$ cat src/rtl/alu_issue_unit_pkg.sv
// rtl/alu_issue_unit_pkg.sv - opcode encodings and opcode classification helpers
// Exports: alu_op_e, OP_WIDTH, OP_ILLEGAL_MIN, op_illegal(), op_has_ov()
package alu_issue_unit_pkg;

  localparam int OP_WIDTH = 3;

  typedef enum logic [OP_WIDTH-1:0] {
    OP_ADD  = 3'd0,
    OP_SUB  = 3'd1,
    OP_MAX  = 3'd2,
    OP_MIN  = 3'd3,
    OP_SHL  = 3'd4,
    OP_SHR  = 3'd5,
    OP_ILL6 = 3'd6,
    OP_ILL7 = 3'd7
  } alu_op_e;

  // First opcode value that the ALU does not implement.
  localparam logic [OP_WIDTH-1:0] OP_ILLEGAL_MIN = 3'd6;

  function automatic logic op_illegal(input alu_op_e op);
    return (op >= OP_ILLEGAL_MIN);
  endfunction

  // Only the arithmetic ops define an overflow bit; for the rest the ALU
  // output is undefined and must be masked.
  function automatic logic op_has_ov(input alu_op_e op);
    return (op == OP_ADD) || (op == OP_SUB);
  endfunction

endpackage

$ cat src/rtl/alu_issue_unit_if.sv
// rtl/alu_issue_unit_if.sv - command, ALU and result signal bundle for alu_issue_unit
// Groups: in_* command handshake, alu_* ALU connection, res_* result handshake, ov_count
// slave: issue-unit side; master: producer/ALU/consumer side
interface alu_issue_unit_if #(parameter int WIDTH = 8);
  import alu_issue_unit_pkg::*;

  logic                in_valid;
  logic                in_ready;
  logic [WIDTH-1:0]    in_a;
  logic [WIDTH-1:0]    in_b;
  logic [OP_WIDTH-1:0] in_op;

  logic [WIDTH-1:0]    alu_a;
  logic [WIDTH-1:0]    alu_b;
  logic [OP_WIDTH-1:0] alu_op;
  logic [WIDTH-1:0]    alu_z;
  logic                alu_ov;

  logic                res_valid;
  logic                res_ready;
  logic [WIDTH-1:0]    res_z;
  logic                res_ov;
  logic                res_err;
  logic [7:0]          ov_count;

  modport slave (
    input  in_valid, in_a, in_b, in_op, alu_z, alu_ov, res_ready,
    output in_ready, alu_a, alu_b, alu_op, res_valid, res_z, res_ov, res_err, ov_count
  );

  modport master (
    output in_valid, in_a, in_b, in_op, alu_z, alu_ov, res_ready,
    input  in_ready, alu_a, alu_b, alu_op, res_valid, res_z, res_ov, res_err, ov_count
  );

endinterface

$ cat src/rtl/alu_issue_unit_cmd_fifo.sv
// rtl/alu_issue_unit_cmd_fifo.sv - command FIFO holding {a, b, op} entries
// Inputs: clk, rst, push + push_a/push_b/push_op, pop
// Outputs: head_a/head_b/head_op (zero when empty), count
module alu_cmd_fifo
  import alu_issue_unit_pkg::*;
#(
  parameter int WIDTH = 8,
  parameter int DEPTH = 4
) (
  input  logic                   clk,
  input  logic                   rst,
  input  logic                   push,
  input  logic [WIDTH-1:0]       push_a,
  input  logic [WIDTH-1:0]       push_b,
  input  logic [OP_WIDTH-1:0]    push_op,
  input  logic                   pop,
  output logic [WIDTH-1:0]       head_a,
  output logic [WIDTH-1:0]       head_b,
  output logic [OP_WIDTH-1:0]    head_op,
  output logic [$clog2(DEPTH):0] count
);

  localparam int AW = $clog2(DEPTH);
  localparam int CW = AW + 1;
  localparam int EW = 2 * WIDTH + OP_WIDTH;

  logic [EW-1:0] mem [DEPTH];
  logic [AW-1:0] wr_ptr;
  logic [AW-1:0] rd_ptr;
  logic          full;
  logic          empty;
  logic          do_push;
  logic          do_pop;

  assign full    = (count == CW'(DEPTH));
  assign empty   = (count == '0);
  assign do_push = push && !full;
  assign do_pop  = pop && !empty;

  // Pointers are exactly log2(DEPTH) bits, so wrap needs no compare.
  always_ff @(posedge clk or posedge rst) begin
    if (rst) begin
      wr_ptr <= '0;
      rd_ptr <= '0;
      count  <= '0;
    end else begin
      if (do_push) wr_ptr <= wr_ptr + AW'(1);
      if (do_pop)  rd_ptr <= rd_ptr + AW'(1);
      case ({do_push, do_pop})
        2'b10:   count <= count + CW'(1);
        2'b01:   count <= count - CW'(1);
        default: count <= count;
      endcase
    end
  end

  always_ff @(posedge clk) begin
    if (do_push) mem[wr_ptr] <= {push_a, push_b, push_op};
  end

  assign {head_a, head_b, head_op} = empty ? '0 : mem[rd_ptr];

endmodule

$ cat src/rtl/alu_issue_unit.sv
// rtl/alu_issue_unit.sv - buffered issue front-end for the combinational 8-bit ALU
// Ports: clk, rst (async, active-high), bus (alu_issue_unit_if.slave)
// Commands queue in alu_cmd_fifo; the head feeds the ALU and is captured into
// a single result slot presented on the res_* handshake.
module alu_issue_unit
  import alu_issue_unit_pkg::*;
#(
  parameter int WIDTH = 8,
  parameter int DEPTH = 4
) (
  input  logic             clk,
  input  logic             rst,
  alu_issue_unit_if.slave  bus
);

  localparam int CW = $clog2(DEPTH) + 1;

  logic [WIDTH-1:0]    head_a;
  logic [WIDTH-1:0]    head_b;
  logic [OP_WIDTH-1:0] head_op;
  logic [CW-1:0]       count;
  logic                push;
  logic                issue;
  alu_op_e             op;

  alu_cmd_fifo #(.WIDTH(WIDTH), .DEPTH(DEPTH)) u_fifo (
    .clk     (clk),
    .rst     (rst),
    .push    (push),
    .push_a  (bus.in_a),
    .push_b  (bus.in_b),
    .push_op (bus.in_op),
    .pop     (issue),
    .head_a  (head_a),
    .head_b  (head_b),
    .head_op (head_op),
    .count   (count)
  );

  // in_ready depends on occupancy only, so a full FIFO never passes a
  // command straight through to the slot.
  assign bus.in_ready = (count != CW'(DEPTH));
  assign push         = bus.in_valid && bus.in_ready;
  assign issue        = (count != '0) && (!bus.res_valid || bus.res_ready);

  // The FIFO returns zeros when empty, which keeps the ALU inputs quiet.
  assign bus.alu_a  = head_a;
  assign bus.alu_b  = head_b;
  assign bus.alu_op = head_op;
  assign op         = alu_op_e'(head_op);

  always_ff @(posedge clk or posedge rst) begin
    if (rst) begin
      bus.res_valid <= 1'b0;
      bus.res_z     <= '0;
      bus.res_ov    <= 1'b0;
      bus.res_err   <= 1'b0;
    end else if (issue) begin
      bus.res_valid <= 1'b1;
      bus.res_z     <= op_illegal(op) ? '0 : bus.alu_z;
      // Select rather than AND so an undriven alu_ov cannot leak through.
      bus.res_ov    <= op_has_ov(op) ? bus.alu_ov : 1'b0;
      bus.res_err   <= op_illegal(op);
    end else if (bus.res_ready) begin
      bus.res_valid <= 1'b0;
    end
  end

  always_ff @(posedge clk or posedge rst) begin
    if (rst) begin
      bus.ov_count <= 8'd0;
    end else if (bus.res_valid && bus.res_ready && bus.res_ov && (bus.ov_count != 8'hFF)) begin
      bus.ov_count <= bus.ov_count + 8'd1;
    end
  end

endmodule

$ cat src/flat_wrapper.sv
// flat-port wrapper written by rule: the top's interface ports become plain ports
module alu_issue_unit_flat import alu_issue_unit_pkg::*;
#(
  parameter int WIDTH = 8,
  parameter int DEPTH = 4
)
  (clk, rst, bus_in_valid, bus_in_a, bus_in_b, bus_in_op, bus_alu_z, bus_alu_ov, bus_res_ready, bus_in_ready, bus_alu_a, bus_alu_b, bus_alu_op, bus_res_valid, bus_res_z, bus_res_ov, bus_res_err, bus_ov_count);
  alu_issue_unit_if #(.WIDTH(WIDTH)) bus_i ();
  input  logic clk;
  input  logic rst;
  input wire logic [$bits(bus_i.in_valid)-1:0] bus_in_valid;
  input wire logic [$bits(bus_i.in_a)-1:0] bus_in_a;
  input wire logic [$bits(bus_i.in_b)-1:0] bus_in_b;
  input wire logic [$bits(bus_i.in_op)-1:0] bus_in_op;
  input wire logic [$bits(bus_i.alu_z)-1:0] bus_alu_z;
  input wire logic [$bits(bus_i.alu_ov)-1:0] bus_alu_ov;
  input wire logic [$bits(bus_i.res_ready)-1:0] bus_res_ready;
  output wire logic [$bits(bus_i.in_ready)-1:0] bus_in_ready;
  output wire logic [$bits(bus_i.alu_a)-1:0] bus_alu_a;
  output wire logic [$bits(bus_i.alu_b)-1:0] bus_alu_b;
  output wire logic [$bits(bus_i.alu_op)-1:0] bus_alu_op;
  output wire logic [$bits(bus_i.res_valid)-1:0] bus_res_valid;
  output wire logic [$bits(bus_i.res_z)-1:0] bus_res_z;
  output wire logic [$bits(bus_i.res_ov)-1:0] bus_res_ov;
  output wire logic [$bits(bus_i.res_err)-1:0] bus_res_err;
  output wire logic [$bits(bus_i.ov_count)-1:0] bus_ov_count;
  assign bus_i.in_valid = bus_in_valid;
  assign bus_i.in_a = bus_in_a;
  assign bus_i.in_b = bus_in_b;
  assign bus_i.in_op = bus_in_op;
  assign bus_i.alu_z = bus_alu_z;
  assign bus_i.alu_ov = bus_alu_ov;
  assign bus_i.res_ready = bus_res_ready;
  assign bus_in_ready = bus_i.in_ready;
  assign bus_alu_a = bus_i.alu_a;
  assign bus_alu_b = bus_i.alu_b;
  assign bus_alu_op = bus_i.alu_op;
  assign bus_res_valid = bus_i.res_valid;
  assign bus_res_z = bus_i.res_z;
  assign bus_res_ov = bus_i.res_ov;
  assign bus_res_err = bus_i.res_err;
  assign bus_ov_count = bus_i.ov_count;
  alu_issue_unit #(.WIDTH(WIDTH), .DEPTH(DEPTH)) u_core (.clk(clk), .rst(rst), .bus(bus_i));
endmodule
$ cat config.mk
export PLATFORM = sky130hd
export DESIGN_NAME = alu_issue_unit_flat
export DESIGN_NICKNAME = d
export VERILOG_FILES = /design/src/rtl/alu_issue_unit_pkg.sv /design/src/rtl/alu_issue_unit_if.sv /design/src/rtl/alu_issue_unit_cmd_fifo.sv /design/src/rtl/alu_issue_unit.sv /design/src/flat_wrapper.sv
export SDC_FILE = /design/constraint.sdc
export NUM_CORES = 1
export LEC_CHECK = 0
export BUFFER_PORTS_ARGS = -buffer_cell sky130_fd_sc_hd__buf_4
export CAP_MARGIN = 20
export CORE_AREA = 2 2 101 112
export DETAILED_ROUTE_END_ITERATION = 6
export DIE_AREA = 0 0 103 114
export MAX_ROUTING_LAYER = met4
export PLACE_DENSITY = 0.66
export RECOVER_POWER = 25
export SLEW_MARGIN = 40
export SYNTH_ARGS = -nofsm -noshare
export SYNTH_HDL_FRONTEND = slang
export SYNTH_SLANG_ARGS = --single-unit
$ cat constraint.sdc
create_clock -name clk -period 2.4 [get_ports clk]
set_input_delay 0.48 -clock clk [delete_from_list [all_inputs] [get_ports clk]]
set_output_delay 0.48 -clock clk [all_outputs]
set_load 0.01 [all_outputs]
# After elaboration in Yosys (flattened, before gate mapping)

Memories as Yosys holds them, arrays and structs flattened.
Cells that the tools add are included.
Widths: inputs -> output; s select.

Reductions and logical operators: 17
Add/sub/neg operators: 5
Equality and inequality tests: 6
Order comparisons: 1
Muxes and demuxes: 8

Operator list:

| kind                | count |
|---|---|
| $mux 19             | 1 |
| $add 8x1->8 const B | 1 |
| $mux 8              | 1 |
| $ne 8x8->1 const B  | 1 |
| $logic_and 1x1->1   | 7 |
| $logic_not 3->1     | 2 |
| $pmux 3 s2          | 1 |
| $mux 1              | 5 |
| $add 2x1->2 const B | 2 |
| $reduce_bool 2->1   | 2 |
| $add 3x1->3 const B | 1 |
| $eq 3x1->1 const B  | 1 |
| $eq 3x3->1 const B  | 1 |
| $ge 3x3->1 const B  | 1 |
| $logic_not 1->1     | 3 |
| $ne 3x3->1 const B  | 1 |
| $reduce_bool 3->1   | 1 |
| $sub 3x1->3 const B | 1 |
| $eq 2x1->1 const B  | 1 |
| $eq 2x2->1 const B  | 1 |
| $logic_or 1x1->1    | 2 |

Bits in writable memories: 76
Logic and storage cells: 46
Bits in registers: 26
Memories: 1
Bits of input ports: 32

Memories:

| name              | depth | width | read ports | clocked after memory_dff | wr ports | line                          | text |
|---|---|---|---|---|---|---|---|
| u_core.u_fifo.mem | 4     | 19    | 1          | 0                        | 1        | alu_issue_unit_cmd_fifo.sv:27 | `logic [EW-1:0] mem [DEPTH];` |

# Logic depth before layout (Yosys ltp)

Depth after elaboration: 6
Mapped depth: 10
Gate-level depth less buffers: 10

# Cells and area by module

A second synthesis with hierarchy kept.

Cell total of the unflattened synthesis: 247
Area total of the unflattened synthesis: 4,164.0 sq um

By module, submodules not included:

| module         | cells an instance | sequential area each (sq um) | area each (sq um) | instances |
|---|---|---|---|---|
| alu_cmd_fifo   | 159               | 2,457.4                      | 3,298.2           | 1 |
| alu_issue_unit | 88                | 475.5                        | 865.8             | 1 |

# Worst setup path after synthesis

No wires, ideal clock.

Kind: register -> register
From: reg u_core.u_fifo.count[0]
To: reg u_core.u_fifo.count[2]
Slack: 0.400 ns
Required time: 2.321 ns
Arrival: 1.921 ns
Library setup time: 0.079 ns
Stages on the path, launching flop included: 11
Path through: dfrtp_1 inv_1 nand3_1 and2_1 inv_1 ha_1 inv_1 fa_1 xor2_1 nor2_1 xor2_1

Cells in the longest elaborated chain, start to end: 5
Elaborated cells between the ends (all ways): 16
Those cells by class: add/sub: 2; eq/ne: 4; mux: 1; reduce/logical: 9

RTL lines:

| what                                                   | line                          | text |
|---|---|---|
| start, declared                                        | alu_issue_unit_cmd_fifo.sv:20 | `output logic [$clog2(DEPTH):0] count` |
| start signal, assigned                                 | alu_issue_unit_cmd_fifo.sv:50 | `2'b10: count <= count + CW'(1);` |
| start signal, assigned                                 | alu_issue_unit_cmd_fifo.sv:51 | `2'b01: count <= count - CW'(1);` |
| start signal, assigned                                 | alu_issue_unit_cmd_fifo.sv:52 | `default: count <= count;` |
| $ne 3x3->1 (*)                                         | alu_issue_unit.sv:42          | `assign bus.in_ready = (count != CW'(DEPTH));` |
| named net bus_in_ready                                 | flat_wrapper.sv:18            | `output wire logic [$bits(bus_i.in_ready)-1:0] bus_in_ready;` |
| $logic_and 1x1->1 (*)                                  | alu_issue_unit.sv:43          | `assign push = bus.in_valid && bus.in_ready;` |
| $logic_and 1x1->1 (*)                                  | alu_issue_unit_cmd_fifo.sv:37 | `assign do_push = push && !full;` |
| $eq 2x1->1 / $eq 2x2->1 (equally long branches)        | alu_issue_unit_cmd_fifo.sv:49 | `case ({do_push, do_pop})` |
| $pmux 3 s2 / $reduce_bool 2->1 (equally long branches) | -                             |  |

The timed path passes the listed nets; every way through them passes the cells marked *.
A chain may end at the register's enable or synchronous reset.

# Worst setup path after layout

From: reg u_core.u_fifo.rd_ptr[0]
To: out bus_alu_a[6]

Cells in the longest elaborated chain, start to end: 2

RTL lines:

| what                   | line                          | text |
|---|---|---|
| start, declared        | alu_issue_unit_cmd_fifo.sv:29 | `logic [AW-1:0] rd_ptr;` |
| start signal, assigned | alu_issue_unit_cmd_fifo.sv:48 | `if (do_pop) rd_ptr <= rd_ptr + AW'(1);` |
| $mem_v2 4x19           | -                             |  |
| $mux 19                | alu_issue_unit_cmd_fifo.sv:61 | `assign {head_a, head_b, head_op} = empty ? '0 : mem[rd_ptr];` |
| end, declared          | flat_wrapper.sv:19            | `output wire logic [$bits(bus_i.alu_a)-1:0] bus_alu_a;` |

No other way between the ends.

==> metrics <==
RSZ-0062 raised after global routing false; Yosys warning total 0; mux contribution to synthesized area between 10% and 20%; post-CTS setup buffers 0; Synth Area per Inst 17.13 um^2; pwr dens 1238 nW/um^2; Die W 103 um; Setup Viol. Count Final 0; grt total ovfl 0; fin area approximately 5000 um^2; Setup Slack @ Placement 0.2483 ns; Pins Over Slew Limit 0; 1st-iter DRT viols 85; Via density 4.709; top cells by count, synth edfxtp_1, nand2_1, dfrtp_1; register clock-pin slew on the reported worst setup and hold paths 0.07 ns; number of port buffers 70; clk_lat worst skew about 0.34 ns; main combinational cell family by area after synthesis multiplexers; first-pass GRT wire length 11870 um; Final WS setup 0.09180 ns; ys flop type edfxtp_1; syn_nets 282; element type at the critical path end output port; CTS tree yes; final core occ between 40 and 50%; Initial Utilization about two fifths; full die area 11740 um^2; CTS Sinks 102; EDFF count, synth 76; GRT Total Usage ~14%; Design Power 6.335 mW; top-count cell post-synth edfxtp_1; max_slew headroom 66.25%; Fin. Hold Viols 0; top cells by area, synth edfxtp_1, dfrtp_1, mux4_2; number of max-cap violations 0; Routed Antenna Nets 0; CP arrival 1.83 ns; Max Buffers Root-to-Sink 2; RR Startpoint u_core.u_fifo.count[1]; sequential area share after synthesis 70.45%; Simple-Gate Fraction of Synth Area under 10%; worst min path class primary input to async pin; Inst Count DP 462; RD Place Congestion 0.8035; Chip Height 114 um; Residual DRC 0; hold slack 0.1758 ns; CTS root buf clkbuf_16; Required @ worst endpoint 1.92 ns; Final period util 96.17%; H-tree depth 3; io pins 71; total routed wirelength between 7000 and 8000 um; R2R cell count 10; Wirelength per Cell 15.79 um; Worst Skew 0.01073 ns; asr flop ratio synth 25.49%; Compound-Gate Fraction of Synth Area 2.435%; Antenna diodes 0; vias in the first global route 2232; fin nets roughly 370; standard-cell row count 40; Tightest Pin Transition between 0.5 and 0.6 ns; Synth Cell Area around 4200 um^2; post-synth top area share 54.82%; fraction of layout cells with a size suffix above 1 34.55%; largest net degree at the start of global routing 21; Setup TNS 0 ns; critical path class register to output port; vias 2246; synthesis-to-finish area growth 22.96%; FF+latch count, synth 102; Leakage about 2 nW; clock buffer count from CTS 9; Cells after Synth 243; Worst Path Max Fanout 14; crit path launch type register; fin crit period 2.308 ns; area share of fa/ha/maj cells after synthesis 2.284%; outcome finished clean; TritonRoute pass-1 iters 4; initial antenna violation count 0; placed inst area 4902 um^2; Non-Filler Instances between 400 and 500; Synth area leader edfxtp_1; fmax 433.2 MHz; FF-to-FF End u_core.u_fifo.count[2]; worst vdd ir 0.5350 mV; Yosys cell types 30; XOR/XNOR Fraction of Synth Area about 1.9%; R2R Setup Slk 0.27 ns; Core ar. around 11000 um^2; DP Wirelength 4869 um
==> layout by cell type (no fill, tap or decap), drive strengths merged <==
cell and count:
o31a 1, xnor2 7, fa 1, buf 64
nand4 2, mux2i 2, clkinv 2, mux4 19
inv 13, nor2b 19, nor3 2, nand2b 3
nand2 27, and3 5, nand3 4, mux2 4
o31ai 1, edfxtp 76, clkbuf 26, xor2 2
o21ai 11, nor4b 1, clkinvlp 1, dfrtp 26
nor2 3, and2 2, ha 6
==> critical path, cell delays in order (launching register included) <==
cell and delay, ns:
dfrtp_2 0.47, buf_12 0.20, mux4_2 0.50, nor2b_1 0.16, buf_4 0.16
==> timing repair <==
item | 4_1_cts | 5_1_grt
resized for setup | 1 | 0
endpoints found under the setup margin | 13 | 0
hold buffers | 0 | 0
==> worst max path at each step <==
stage,start,endpoint
floorplan,u_core.u_fifo.count[0],u_core.u_fifo.count[2]
global placement,u_core.u_fifo.count[0],u_core.u_fifo.count[2]
detailed placement,u_core.u_fifo.count[0],u_core.u_fifo.count[2]
CTS,u_core.u_fifo.rd_ptr[0],bus_alu_b[4]
global route,u_core.u_fifo.rd_ptr[0],bus_alu_a[6]
finish,u_core.u_fifo.rd_ptr[0],bus_alu_a[6]
==> cell type report <==
cell class,count,area (um^2)
clock buffer,9,225.2
clock inverter,6,53.80
fill,998,5592
inverter,10,37.54
multi-input combinational,122,1127
sequential,102,2934
tap,147,183.9
timing repair buffer,81,556.8
==> kinds of logic (layout without fill, tap and decap cells) <==
| logic type | Yosys count | after routing |
|---|---|---|
| and+or+nand+nor | 68 | 68 |
| adders and majority gates | 7 | 7 |
| DFF | 102 | 102 |
| muxes | 25 | 25 |
| xor gates and xnor gates | 9 | 9 |
| AOI/OAI and AO/OA | 13 | 13 |
| buffers and inverters | 19 | 106 |
==> registers in the layout (all words and copies together), names as in the netlist <==
| register | count |
|---|---|
| u_core.u_fifo.count | 3 |
| u_core.bus.ov_count | 8 |
| u_core.bus.res_err | 1 |
| u_core.bus.res_z | 8 |
| u_core.u_fifo.rd_ptr | 2 |
| u_core.u_fifo.mem | 76 |
| u_core.bus.res_valid | 1 |
| u_core.bus.res_ov | 1 |
| u_core.u_fifo.wr_ptr | 2 |
==> report_power, final <==
part / leakage, nW / switching (mW) / internal, mW
clock: 0.134 / 0.643 / 0.716
combinational: 0.817 / 1.17 / 1.24
sequential: 1.01 / 0.207 / 2.36
total: 1.96 / 2.02 / 4.32
==> routing by layer <==
| layer | up-vias | global-route usage, % | wire (um) |
|---|---|---|---|
| met1 | 1123 | 18.43 | 3341 |
| met4 | 0 | 4.737 | 71 |
| met3 | 6 | 2.512 | 294 |
| li1 | 1060 | - | - |
| met2 | 57 | 21.82 | 3824 |
| met5 | - | - | 0 |
Power figures use the tool's default switching activity.
